[src/rtl/tinyalu_pkg.sv]
// Shared types and constants for the tinyalu arbiter slice.
// Optional feature macro used by the arbiter: TINYALU_ARB_TIMEOUT_EN.
package tinyalu_pkg;

   typedef enum logic [2:0] {
      no_op  = 3'd0,
      add_op = 3'd1,
      and_op = 3'd2,
      xor_op = 3'd3,
      mul_op = 3'd4,
      rst_op = 3'd7
   } op_t;

   typedef enum logic [1:0] {
      IDLE,
      ISSUE,
      RESP
   } arb_state_t;

   localparam logic [15:0] TIMEOUT_RESULT = 16'hDEAD;

   // True for opcodes that need the ALU; no_op, rst_op and undefined codes are answered locally.
   function automatic logic uses_alu(input logic [2:0] op);
      logic r;
      case (op)
         add_op, and_op, xor_op, mul_op: r = 1'b1;
         default:                        r = 1'b0;
      endcase
      return r;
   endfunction

endpackage

[src/rtl/rr_arbiter.sv]
// Combinational round-robin picker: first request at or after ptr, wrapping.
module rr_arbiter #(
   parameter int unsigned N = 4,
   localparam int unsigned PW = (N > 1) ? $clog2(N) : 1
) (
   input  logic [N-1:0]  req,
   input  logic [PW-1:0] ptr,
   output logic [N-1:0]  grant,
   output logic [PW-1:0] idx
);

   logic        found;
   int unsigned pos;

   // Scan requests starting at ptr; the first hit wins.
   always_comb begin
      grant = '0;
      idx   = '0;
      found = 1'b0;
      pos   = 0;
      for (int unsigned k = 0; k < N; k++) begin
         pos = (32'(ptr) + k) % N;
         if (!found && req[pos]) begin
            found      = 1'b1;
            grant[pos] = 1'b1;
            idx        = PW'(pos);
         end
      end
   end

endmodule

[src/rtl/tinyalu_arbiter.sv]
// Round-robin front end sharing one tinyalu among N_REQ requesters.
// Optional watchdog in ISSUE enabled by defining TINYALU_ARB_TIMEOUT_EN.
module tinyalu_arbiter
   import tinyalu_pkg::*;
#(
   parameter int unsigned N_REQ          = 4,
   parameter int unsigned TIMEOUT_CYCLES = 16
) (
   input  logic               clk,
   input  logic               reset,
   input  logic [N_REQ-1:0]   req_valid,
   input  logic [N_REQ*8-1:0] req_a,
   input  logic [N_REQ*8-1:0] req_b,
   input  logic [N_REQ*3-1:0] req_op,
   output logic [N_REQ-1:0]   req_ready,
   output logic [N_REQ-1:0]   rsp_valid,
   output logic [15:0]        rsp_result,
   output logic               rsp_error,
   output logic [7:0]         alu_a,
   output logic [7:0]         alu_b,
   output logic [2:0]         alu_op,
   output logic               alu_start,
   output logic               alu_reset_n,
   input  logic               alu_done,
   input  logic [15:0]        alu_result
);

   localparam int unsigned PW = (N_REQ > 1) ? $clog2(N_REQ) : 1;

   arb_state_t    state_q, state_d;
   logic [PW-1:0] rr_ptr_q, rr_next, win_idx, lat_id_q;
   logic [N_REQ-1:0] grant;
   logic [7:0]    sel_a, sel_b, lat_a_q, lat_b_q;
   logic [2:0]    sel_op, lat_op_q;
   logic          sel_alu, accept, tmo_hit, tmo_pulse;
   logic [15:0]   res_q;

   rr_arbiter #(.N(N_REQ)) u_rr (
      .req   (req_valid),
      .ptr   (rr_ptr_q),
      .grant (grant),
      .idx   (win_idx)
   );

   assign sel_a   = req_a[8*win_idx +: 8];
   assign sel_b   = req_b[8*win_idx +: 8];
   assign sel_op  = req_op[3*win_idx +: 3];
   assign sel_alu = uses_alu(sel_op);
   assign accept  = (state_q == IDLE) && (|req_valid);
   assign rr_next = (win_idx == PW'(N_REQ - 1)) ? '0 : win_idx + 1'b1;

`ifdef TINYALU_ARB_TIMEOUT_EN
   logic [15:0] tmo_cnt_q;
   logic        err_q;

   assign tmo_hit   = (state_q == ISSUE) && !alu_done && (tmo_cnt_q == 16'(TIMEOUT_CYCLES - 1));
   assign tmo_pulse = (state_q == RESP) && err_q;
   assign rsp_error = !reset && tmo_pulse;

   // Watchdog: counts ISSUE cycles, flags a timed-out transaction until the next accept.
   always_ff @(posedge clk) begin
      if (reset) begin
         tmo_cnt_q <= '0;
         err_q     <= 1'b0;
      end else if (accept) begin
         tmo_cnt_q <= '0;
         err_q     <= 1'b0;
      end else if (state_q == ISSUE) begin
         tmo_cnt_q <= tmo_cnt_q + 16'd1;
         if (tmo_hit) err_q <= 1'b1;
      end
   end
`else
   assign tmo_hit   = 1'b0;
   assign tmo_pulse = 1'b0;
   assign rsp_error = 1'b0;
`endif

   // State register.
   always_ff @(posedge clk) begin
      if (reset) state_q <= IDLE;
      else       state_q <= state_d;
   end

   // Next-state logic.
   always_comb begin
      state_d = state_q;
      case (state_q)
         IDLE:    if (|req_valid) state_d = sel_alu ? ISSUE : RESP;
         ISSUE:   if (alu_done || tmo_hit) state_d = RESP;
         RESP:    state_d = IDLE;
         default: state_d = IDLE;
      endcase
   end

   // Transaction latches, rr pointer and held response value.
   always_ff @(posedge clk) begin
      if (reset) begin
         rr_ptr_q <= '0;
         lat_id_q <= '0;
         lat_a_q  <= '0;
         lat_b_q  <= '0;
         lat_op_q <= '0;
         res_q    <= '0;
      end else if (accept) begin
         rr_ptr_q <= rr_next;
         lat_id_q <= win_idx;
         lat_a_q  <= sel_a;
         lat_b_q  <= sel_b;
         lat_op_q <= sel_op;
         if (!sel_alu) res_q <= '0;
      end else if (state_q == ISSUE) begin
         if (alu_done)     res_q <= alu_result;
         else if (tmo_hit) res_q <= TIMEOUT_RESULT;
      end
   end

   // Outputs; everything forced low while reset is asserted.
   always_comb begin
      req_ready   = '0;
      rsp_valid   = '0;
      alu_start   = 1'b0;
      alu_a       = '0;
      alu_b       = '0;
      alu_op      = '0;
      rsp_result  = reset ? '0 : res_q;
      alu_reset_n = !(reset || tmo_pulse);
      if (!reset) begin
         case (state_q)
            IDLE:  req_ready = grant;
            ISSUE: begin
               alu_start = 1'b1;
               alu_a     = lat_a_q;
               alu_b     = lat_b_q;
               alu_op    = lat_op_q;
            end
            RESP:  rsp_valid[lat_id_q] = 1'b1;
            default: ;
         endcase
      end
   end

endmodule

[config.mk]
export PLATFORM = sky130hd
export DESIGN_NAME = tinyalu_arbiter
export DESIGN_NICKNAME = d
export VERILOG_FILES = /design/src/rtl/tinyalu_pkg.sv /design/src/rtl/rr_arbiter.sv /design/src/rtl/tinyalu_arbiter.sv
export SDC_FILE = /design/constraint.sdc
export NUM_CORES = 1
export LEC_CHECK = 0
export CAP_MARGIN = 5
export CORE_MARGIN = 2
export CORE_UTILIZATION = 36
export CTS_BUF_LIST = sky130_fd_sc_hd__clkbuf_16
export DETAILED_ROUTE_END_ITERATION = 12
export PLACE_DENSITY = 0.77
export SETUP_SLACK_MARGIN = 0.1
export SLEW_MARGIN = 30
export SYNTH_ARGS = -nofsm -noshare
export SYNTH_HDL_FRONTEND = slang
export SYNTH_HIERARCHICAL = 1
export SYNTH_SLANG_ARGS = --single-unit
[constraint.sdc]
create_clock -name clk -period 4 [get_ports clk]
set_clock_uncertainty 0.05 [all_clocks]
set_input_delay 1.2 -clock clk [delete_from_list [all_inputs] [get_ports clk]]
set_output_delay 1.2 -clock clk [all_outputs]
set_load 0.005 [all_outputs]
* After elaboration in Yosys (flattened, before gate mapping)
Cells that the tools add are included.
** Operators by class
- Add/sub/neg operators :: 4
- Reductions and logical operators :: 20
- Muxes and demuxes :: 52
- Equal/unequal tests :: 10
- Bitwise gates (word level) :: 3
- Shifts and indexed selects :: 3
- Multiply operators :: 1
- Order comparisons :: 10
** Operator list (number)
- two-way mux 16 bit :: 5
- indexed part select 32 x 6 -> 8 bit :: 2
- two-way mux 4 bit :: 8
- two-way mux 8 bit :: 4
- two-way mux 2 bit :: 8
- < comparator 2 x 3 -> 1 bit, second input constant :: 5
- two-way mux 1 bit :: 15
- OR 4 bit :: 3
- indexed part select 12 x 5 -> 3 bit :: 1
- demux 1 bit (select 2 bit) :: 5
- >= comparator 2 x 1 -> 1 bit, second input constant :: 5
- logical AND 1 bit :: 9
- binary-select mux 1 bit (select 2 bit) :: 4
- OR reduction 4 bit :: 2
- == test 3 x 2 -> 1 bit, second input constant :: 2
- two-way mux 3 bit :: 2
- adder 2 x 1 -> 2 bit, second input constant :: 2
- adder 2 bit, second input constant :: 2
- == test 2 bit, second input constant :: 2
- logical NOT 1 bit :: 4
- multiplier 2 x 2 -> 4 bit, first input constant :: 1
- != test 2 bit, second input constant :: 2
- case mux 2 bit (2 select lines) :: 1
- nonzero test 2 bit :: 2
- 7 further kinds :: 7
** Word-level totals
- Flip-flop bits (word level) :: 41
- Word-level logic and storage cells :: 110

* Logic depth before layout (Yosys ltp)
Gate-level depths: netlist of run 1.
- Depth after elaboration :: 20
- Gate-level depth with buffers :: 14
- Gate-level depth less buffers :: 10

* Modules after synthesis
The synthesis of run 1 kept the hierarchy.
** By module, submodules not included
- tinyalu_arbiter :: area each 2257.2 um2, times used 1, cells each 263, sequential area each 820.8 um2
- rr_arbiter :: area each 489.2 um2, times used 1, cells each 65, sequential area each 0.0 um2

* Least setup slack after synthesis of run 1
Ideal clock, no wire load.
- Path type :: input to register
- From :: in req_valid[1]
- To :: reg res_q[3]
- Setup slack :: 43 ps
- Data arrival time :: 3786 ps
- Stages :: 11
- Buffers on the path :: 3
- Cell sequence :: clkbuf_2 -> and3b_1 -> o21ai_0 -> o31ai_1 -> o31a_1 -> buf_6 -> mux4_2 -> or3_4 -> a21oi_2 -> buf_6 -> o21ai_0
** On the way
- Longest elaborated chain between the ends :: 19
** RTL lines
- start: declaration :: RTL line tinyalu_arbiter.sv:11 : input logic [N_REQ-1:0] req_valid,
- binary-select mux 1 bit (select 2 bit) :: RTL line rr_arbiter.sv:23 : if (!found && req[pos]) begin
- two-way mux 1 bit (implied by the code) :: RTL line rr_arbiter.sv:23
- two-way mux 1 bit :: RTL line rr_arbiter.sv:23
- logical NOT 1 bit :: RTL line rr_arbiter.sv:23
- logical AND 1 bit :: RTL line rr_arbiter.sv:23
- two-way mux 1 bit :: RTL line rr_arbiter.sv:23
- logical NOT 1 bit :: RTL line rr_arbiter.sv:23
- logical AND 1 bit :: RTL line rr_arbiter.sv:23
- [4 not listed]
- named net win_idx[0] :: RTL line tinyalu_arbiter.sv:31 : logic [PW-1:0] rr_ptr_q, rr_next, win_idx, lat_id_q;
- multiplier 2 x 2 -> 4 bit * :: RTL line tinyalu_arbiter.sv:47 : assign sel_op = req_op[3*win_idx +: 3];
- indexed part select 12 x 5 -> 3 bit * :: RTL line tinyalu_arbiter.sv:47
- == test 3 x 1 -> 1 bit, or another cell as far along :: RTL line tinyalu_pkg.sv:25 : case (op)
- OR reduction 4 bit * :: RTL line tinyalu_pkg.sv:25
- two-way mux 1 bit * :: RTL line tinyalu_pkg.sv:25
- != test 2 bit (no source line) *
- AND reduction 3 bit (no source line) *
- end signal: assignment :: RTL line tinyalu_arbiter.sv:113 : if (alu_done) res_q <= alu_result;
- end: declaration :: RTL line tinyalu_arbiter.sv:36 : logic [15:0] res_q;
Mark *: on every way through the listed nets, which the timed path passes. The rest lies on a longest branch. The select of a mux whose other input is x is not followed.
A chain may end at the register's enable or synchronous reset.

* Worst setup path after layout of run 1
- From :: in req_valid[3]
- To :: out req_ready[2]
** On the way
- Longest elaborated chain between the ends :: 14
** RTL lines
- binary-select mux 1 bit (select 2 bit) :: RTL line rr_arbiter.sv:23
- two-way mux 1 bit (implied by the code) :: RTL line rr_arbiter.sv:23
- two-way mux 1 bit :: RTL line rr_arbiter.sv:23
- logical NOT 1 bit :: RTL line rr_arbiter.sv:23
- logical AND 1 bit :: RTL line rr_arbiter.sv:23
- two-way mux 1 bit :: RTL line rr_arbiter.sv:23
- logical NOT 1 bit :: RTL line rr_arbiter.sv:23
- logical AND 1 bit :: RTL line rr_arbiter.sv:23
- two-way mux 1 bit :: RTL line rr_arbiter.sv:23
- logical NOT 1 bit :: RTL line rr_arbiter.sv:23
- logical AND 1 bit :: RTL line rr_arbiter.sv:23
- two-way mux 4 bit * :: RTL line rr_arbiter.sv:23
- named net grant[2] :: RTL line tinyalu_arbiter.sv:32 : logic [N_REQ-1:0] grant;
- two-way mux 4 bit * :: RTL line tinyalu_arbiter.sv:129 : case (state_q)
- two-way mux 4 bit * :: RTL line tinyalu_arbiter.sv:128 : if (!reset) begin
- end: declaration :: RTL line tinyalu_arbiter.sv:15 : output logic [N_REQ-1:0] req_ready,
Marks and branches as above.

==> flow_summary.yaml, run 1 <==
run_status:
  status: "complete, no violations"
drt:
  dr.pass1.iters: 5
  routed_wl_um: 8610
  drc: 0
  drtIter0Drc: 40
  post_drt_wl_per_cell_um: 14.7
  vias: 2962
  routed_via_density: 5.05
  antenna_left: 0
sta:
  relSlewSlack_pct: 55.9
  final-hold-violation-count: 0
  setup_viol: 0
  drv_slew: 0
  rsz0062_at_grt: "true"
  fmax_mhz: 250
  worst_pin_slew_ps: 658
  min_period_ps: 3990
  timing.final.crit_share_pct: 99.8
place:
  dp_hpwl_um: 6740
  gp_congestion: 0.779
  placed_cell_area_um2: 4410
  portBuffers: 143
  placed_cells: 571
layout:
  final_layout_size_suffix_gt1_share_pct: 17.0
  final_core_util_pct: 63.5
  final_area_um2: 4650
  final_cells: 586
  nets: 591
  synthToLayoutAreaGrowth_pct: 69.5
  n_antenna_cell: 0
clocking:
  htreeDepth: 2
  cts.root.buffer_cell: "clkbuf_16"
  cts_tree: "done"
  ctsLongestPathBuffers: 2
  clkTransAtPathRegs_ps: 60
  clock_latency_ps: 270
  cts_made_buffers: 5
  clock-sinks: 41
die:
  core_um2: 7330
  initial_core_util_pct: 37.5
  die_x_um: 91.3
  ios: 145
  die_area_um2: 8340
  die_y_um: 91.3
  rows: 31
critical_path:
  critPathKind: "in2out"
  rr_worst_depth: 13
  rrSetupSlack_ps: 590
  startpoint: "req_valid[3]"
  critPathRequiredTime_ps: 2750
  cp-start-kind: "input port"
  setup.worst_path.end: "req_ready[2]"
  critPathMaxFanout: 5
  r2r-end: "res_q[10]"
  reg2reg_from: "rr_ptr_q[0]"
  worstSetupEndpointType: "primary output"
  arrival_ps: 2740
yosys:
  synth_area_leader_cell: "dfxtp_1"
  async_flop_share_pct: 0
  ys_seq_elements: 41
  synth_area_leaders: "dfxtp_1 (30%), mux4_2 (13%), nand2_1 (12%), mux4_1 (5.7%), and2_1 (5.5%)"
  synthCells: 328
  ys_seq_area_share_pct: 29.9
  synth_edf_count: 0
  ys_types: 42
  syn_avg_cell_area_um2: 8.37
  syn_area_um2: 2750
  ys.flop_type: "dfxtp_1"
  synth_top_area_share_pct: 29.9
  synth_nets: 433
  ys_warn_count: 6
worst_hold_path:
  hp-class: "reg2reg"
flow_run:
  maxCapViolations: 0
global_route:
  grt_use_total_pct: 20.6
  grt_pass1_wl_um: 14000
  grt-ovfl-total: 0
  antenna_found_initial: 0
  grt_max_degree: 27
  first_global_vias: 2918
power:
  power_density_nw_per_um2: 574
  power_leakage_nw: 1.80
  ir_worst_vdd_v: 0.000308
[routing by layer]
layer | up-vias | track usage (%) | wire (um)
li1 | 1447 | - | -
met1 | 1364 | 23.5 | 3240
met2 | 135 | 37.2 | 4480
met3 | 16 | 6.39 | 741
met4 | 0 | 5.68 | 148
met5 | - | 0 | 0
[sequential cells by signal (all words and copies together), names as in the netlist]
| register | count |
|---|---|
| lat_op_q | 3 |
| rr_ptr_q | 2 |
| lat_b_q | 8 |
| lat_id_q | 2 |
| res_q | 16 |
| state_q | 2 |
| lat_a_q | 8 |
[repair_timing]
item                       4_1_cts  5_1_grt
hold buffers                     0        0
pin swaps                        9        5
setup endpoints to repair       65       30
cloned                           1        1
gates resized for setup         50        9
setup buffers                    4        1
[area by class of cell]
cell class / instances / area (um2)
inverter: 6 / 22.5
fill: 603 / 2680
sequential: 41 / 821
timing repair buffer: 178 / 1710
tap: 99 / 124
clock inverter: 3 / 41.3
multi-input combinational: 254 / 1810
clock buffer: 5 / 125
[critical path: stages]
cell and delay [ps]:
buf_8 100, buf_6 100, mux4_2 470, nor2b_4 160, buf_6 110, a221o_2 350, and2_4 140, buf_6 100
[Yosys cell counts (2+ instances only)]
cell / instances
a21oi_1: 24
nor3_1: 5
mux2i_1: 2
nand2_1: 89
clkbuf_1: 16
nor2_1: 6
and3b_1: 2
or3_1: 3
nor3b_1: 3
a31oi_1: 2
a221o_2: 4
buf_2: 4
dfxtp_1: 41
and2_1: 24
nand2b_1: 3
clkbuf_2: 3
ha_1: 6
inv_1: 6
o21ai_0: 24
mux4_1: 6
buf_6: 3
nor2b_1: 17
mux4_2: 16
[power breakdown]
part	switching, W	internal [W]
combinational	0.000751	0.000868
clock	0.000156	0.000292
sequential	0.0000676	0.000535
total	0.000975	0.00170
[cells in the final DEF, fill, tap and decap left out, types with 2 or more instances in the layout]
cell type and count:
buf_8 2, dfxtp_1 41, inv_1 6, and2_1 23, buf_6 8, nor2_1 6
mux2i_1 2, mux4_1 6, a21oi_1 24, buf_4 27, or3_1 3, nand2b_1 3
o21ai_1 6, and3b_1 2, nor2b_1 17, nor3_2 2, clkbuf_16 5, buf_2 5
nor3_1 3, clkdlybuf4s50_1 134, ha_1 6, nand2_1 89, o21ai_0 19, a221o_2 4
mux4_2 16
[metrics by stage]
stage                     TNS (ps)  worst slack (ps)  total power [W]  hold slack (ps)
after floorplan                  0               136          0.00166              382
after CTS                        0              17.6          0.00267              402
after global placement      -13640              -634          0.00215              387
final                            0              7.25          0.00267              399
after global routing          -501             -53.5          0.00288              417
after detailed placement    -16780              -710          0.00220              393
[worst min path at each step]
stage / from / endpoint / slack [ps] / cells past startpoint
final: lat_a_q[3] / lat_a_q[3] / 400 / 2
after global routing: lat_b_q[1] / lat_b_q[1] / 420 / 2
after CTS: lat_op_q[1] / lat_op_q[1] / 400 / 2
after detailed placement: lat_op_q[1] / lat_op_q[1] / 390 / 2
after global placement: lat_a_q[2] / lat_a_q[2] / 390 / 2
after floorplan: lat_a_q[0] / lat_a_q[0] / 380 / 2
[cells by family after synthesis]
| family | Yosys count | share of synthesized area [%] |
|---|---|---|
| and+or+nand+nor | 159 | 28.2 |
| AOI/OAI and AO/OA | 64 | 13.7 |
| DFF | 41 | 29.9 |
| buffers and inverters | 33 | 5.79 |
| muxes | 24 | 19.6 |
| adders and majority gates | 6 | 2.73 |
| other | 1 | 0.137 |
(Power assumes the default switching activity.)
==> run 2, diff against run 1 <==
--- a/config.mk
+++ b/config.mk
@@ -7,10 +7,10 @@
 export LEC_CHECK = 0
 export CAP_MARGIN = 5
 export CORE_MARGIN = 2
-export CORE_UTILIZATION = 36
+export CORE_UTILIZATION = 43
 export CTS_BUF_LIST = sky130_fd_sc_hd__clkbuf_16
 export DETAILED_ROUTE_END_ITERATION = 12
-export PLACE_DENSITY = 0.77
+export PLACE_DENSITY_LB_ADDON = 0.1
 export SETUP_SLACK_MARGIN = 0.1
 export SLEW_MARGIN = 30
 export SYNTH_ARGS = -nofsm -noshare
==> constraint.sdc (replaced) <==
create_clock -name clk -period 5.1 [get_ports clk]
set_clock_uncertainty 0.05 [all_clocks]
set_input_delay 1.53 -clock clk [delete_from_list [all_inputs] [get_ports clk]]
set_output_delay 1.53 -clock clk [all_outputs]
set_load 0.005 [all_outputs]
==> run 2 against run 1 <==
Net effect:
- power down 28%
- hold slack about the same
- via count is 2.6% lower
- combinational power is 28% lower
- setup slack gained 230 ps
- core utilization grew 7.6 points
- first-iteration DRC count is 130% higher
- critical endpoint is now req_ready[1]
- highest routed layer unchanged
==> flow_summary.yaml, run 2 (synthesis gave the netlist of run 1 again) <==
layout:
  layout_commonest_cell: "clkdlybuf4s50_1"
  final_cell_mix: "clkdlybuf4s50_1 (134), nand2_1 (89), dfxtp_1 (41)"
  final_area_um2: 4460
  final_cells: 552
  top_regs: "res_q x16, lat_a_q x8, lat_b_q x8"
  largest_reg_flops: 16
  nets: 579
  top_register: "res_q"
  n_antenna_cell: 0
  final_core_util_pct: 71.1
  final_layout_size_suffix_gt1_share_pct: 12.4
  synthToLayoutAreaGrowth_pct: 62.5
sta:
  setup_viol: 0
  fmax_mhz: 206
  worst_pin_slew_ps: 603
  drv_slew: 0
  rsz0062_at_grt: "false"
  holdWs_ps: 399
  relSlewSlack_pct: 59.7
  min_period_ps: 4860
  final-hold-violation-count: 0
  timing.final.crit_share_pct: 95.3
clocking:
  cts_tree: "done"
  cts_hold_buf: 0
  clock-sinks: 41
  ctsLongestPathBuffers: 2
  clock_latency_ps: 280
  clkTransAtPathRegs_ps: 60
  htreeDepth: 2
  cts_made_buffers: 5
  cts.root.buffer_cell: "clkbuf_16"
drt:
  routed_wl_um: 7750
  antenna_left: 0
  drc: 0
  vias: 2884
  routed_via_density: 5.22
  drtIter0Drc: 90
  post_drt_wl_per_cell_um: 14.0
  dr.pass1.iters: 6
die:
  die_area_um2: 7040
  initial_core_util_pct: 43.8
  die_x_um: 83.9
  ios: 145
  rows: 29
  core_um2: 6280
  die_y_um: 83.9
critical_path:
  reg2reg_from: "rr_ptr_q[1]"
  arrival_ps: 3280
  critPathRequiredTime_ps: 3520
  rrSetupSlack_ps: 1150
  worstSetupEndpointType: "primary output"
  r2r-end: "res_q[0]"
  rr_worst_depth: 12
  critPathMaxFanout: 7
  setup.worst_path.end: "req_ready[1]"
  cp-start-kind: "input port"
  startpoint: "req_valid[1]"
  critPathKind: "in2out"
place:
  portBuffers: 143
  gp_congestion: 0.803
  placed_cell_area_um2: 4320
  dp_hpwl_um: 6070
  placed_cells: 544
worst_hold_path:
  hp-class: "reg2reg"
  min_from: "lat_b_q[4]"
  holdPathStages: 2
power:
  p_total_w: 0.00193
  ir_worst_vdd_v: 0.000326
  power_leakage_nw: 1.72
  power_density_nw_per_um2: 432
global_route:
  first_global_vias: 2911
  grt_use_total_pct: 22.1
  antenna_found_initial: 0
  grt_pass1_wl_um: 12900
  grt_max_degree: 27
  grt-ovfl-total: 0
flow_run:
  maxCapViolations: 0
run_status:
  status: "complete, no violations"
[run 2: changes by cell type in the layout (fill, tap and decap cells not counted), moves of 2 or more]
cell           before  now
buf_6               8    3
o21ai_1             6    2
buf_8               2    0
o21ai_0            19   23
buf_4              27   20
buf_2               5    1
dlygate4sd2_1       0    7
[run 2: critical path, cell delays in order]
cell	delay, ps
dlygate4sd2_1	260
buf_6	140
mux4_2	480
nor2b_4	160
a221o_2	330
and2_1	130
dlygate4sd2_1	250
[run 2: how the worst min path moves through the flow]
| stage | endpoint | slack [ps] |
|---|---|---|
| 2_1_floorplan | lat_a_q[0] | 380 |
| 3_3_place_gp | lat_b_q[7] | 390 |
| 3_5_place_dp | lat_b_q[0] | 390 |
| 4_1_cts | lat_b_q[0] | 400 |
| 5_1_grt | lat_a_q[6] | 430 |
| 6_report | lat_b_q[4] | 400 |
[run 2: routing by layer]
metal / routed length [um] / vias up / GRT usage, %
li1: - / 1425 / -
met5: 0 / - / 0
met3: 414 / 11 / 4.55
met2: 4090 / 98 / 41.7
met1: 3120 / 1350 / 25.0
met4: 123 / 0 / 6.45
[run 2: power by group]
part	internal, W	switching, W
registers	0.000420	0.0000589
clock network	0.000177	0.000115
logic	0.000601	0.000556
total	0.00120	0.000731
[run 2: timing repair]
| action | CTS | global route |
|---|---|---|
| setup buffers | 0 | 0 |
| gates resized for setup | 14 | 0 |
| endpoints found under the setup margin | 4 | 0 |
[run 2: per-stage QoR]
step	setup TNS, ps	setup WS, ps
CTS	0	237
global route	0	167
finish	0	240
global placement	-633	-159
detailed placement	-885	-227
floorplan	0	667
[run 2: layout make-up]
cell class / count / area [um2]
Timing Repair Buffer: 166 / 1600
Sequential cell: 41 / 821
Multi-Input combinational cell: 254 / 1780
Clock inverter: 3 / 12.5
Fill cell: 510 / 1810
Clock buffer: 5 / 125
Tap cell: 77 / 96.3
Inverter: 6 / 22.5
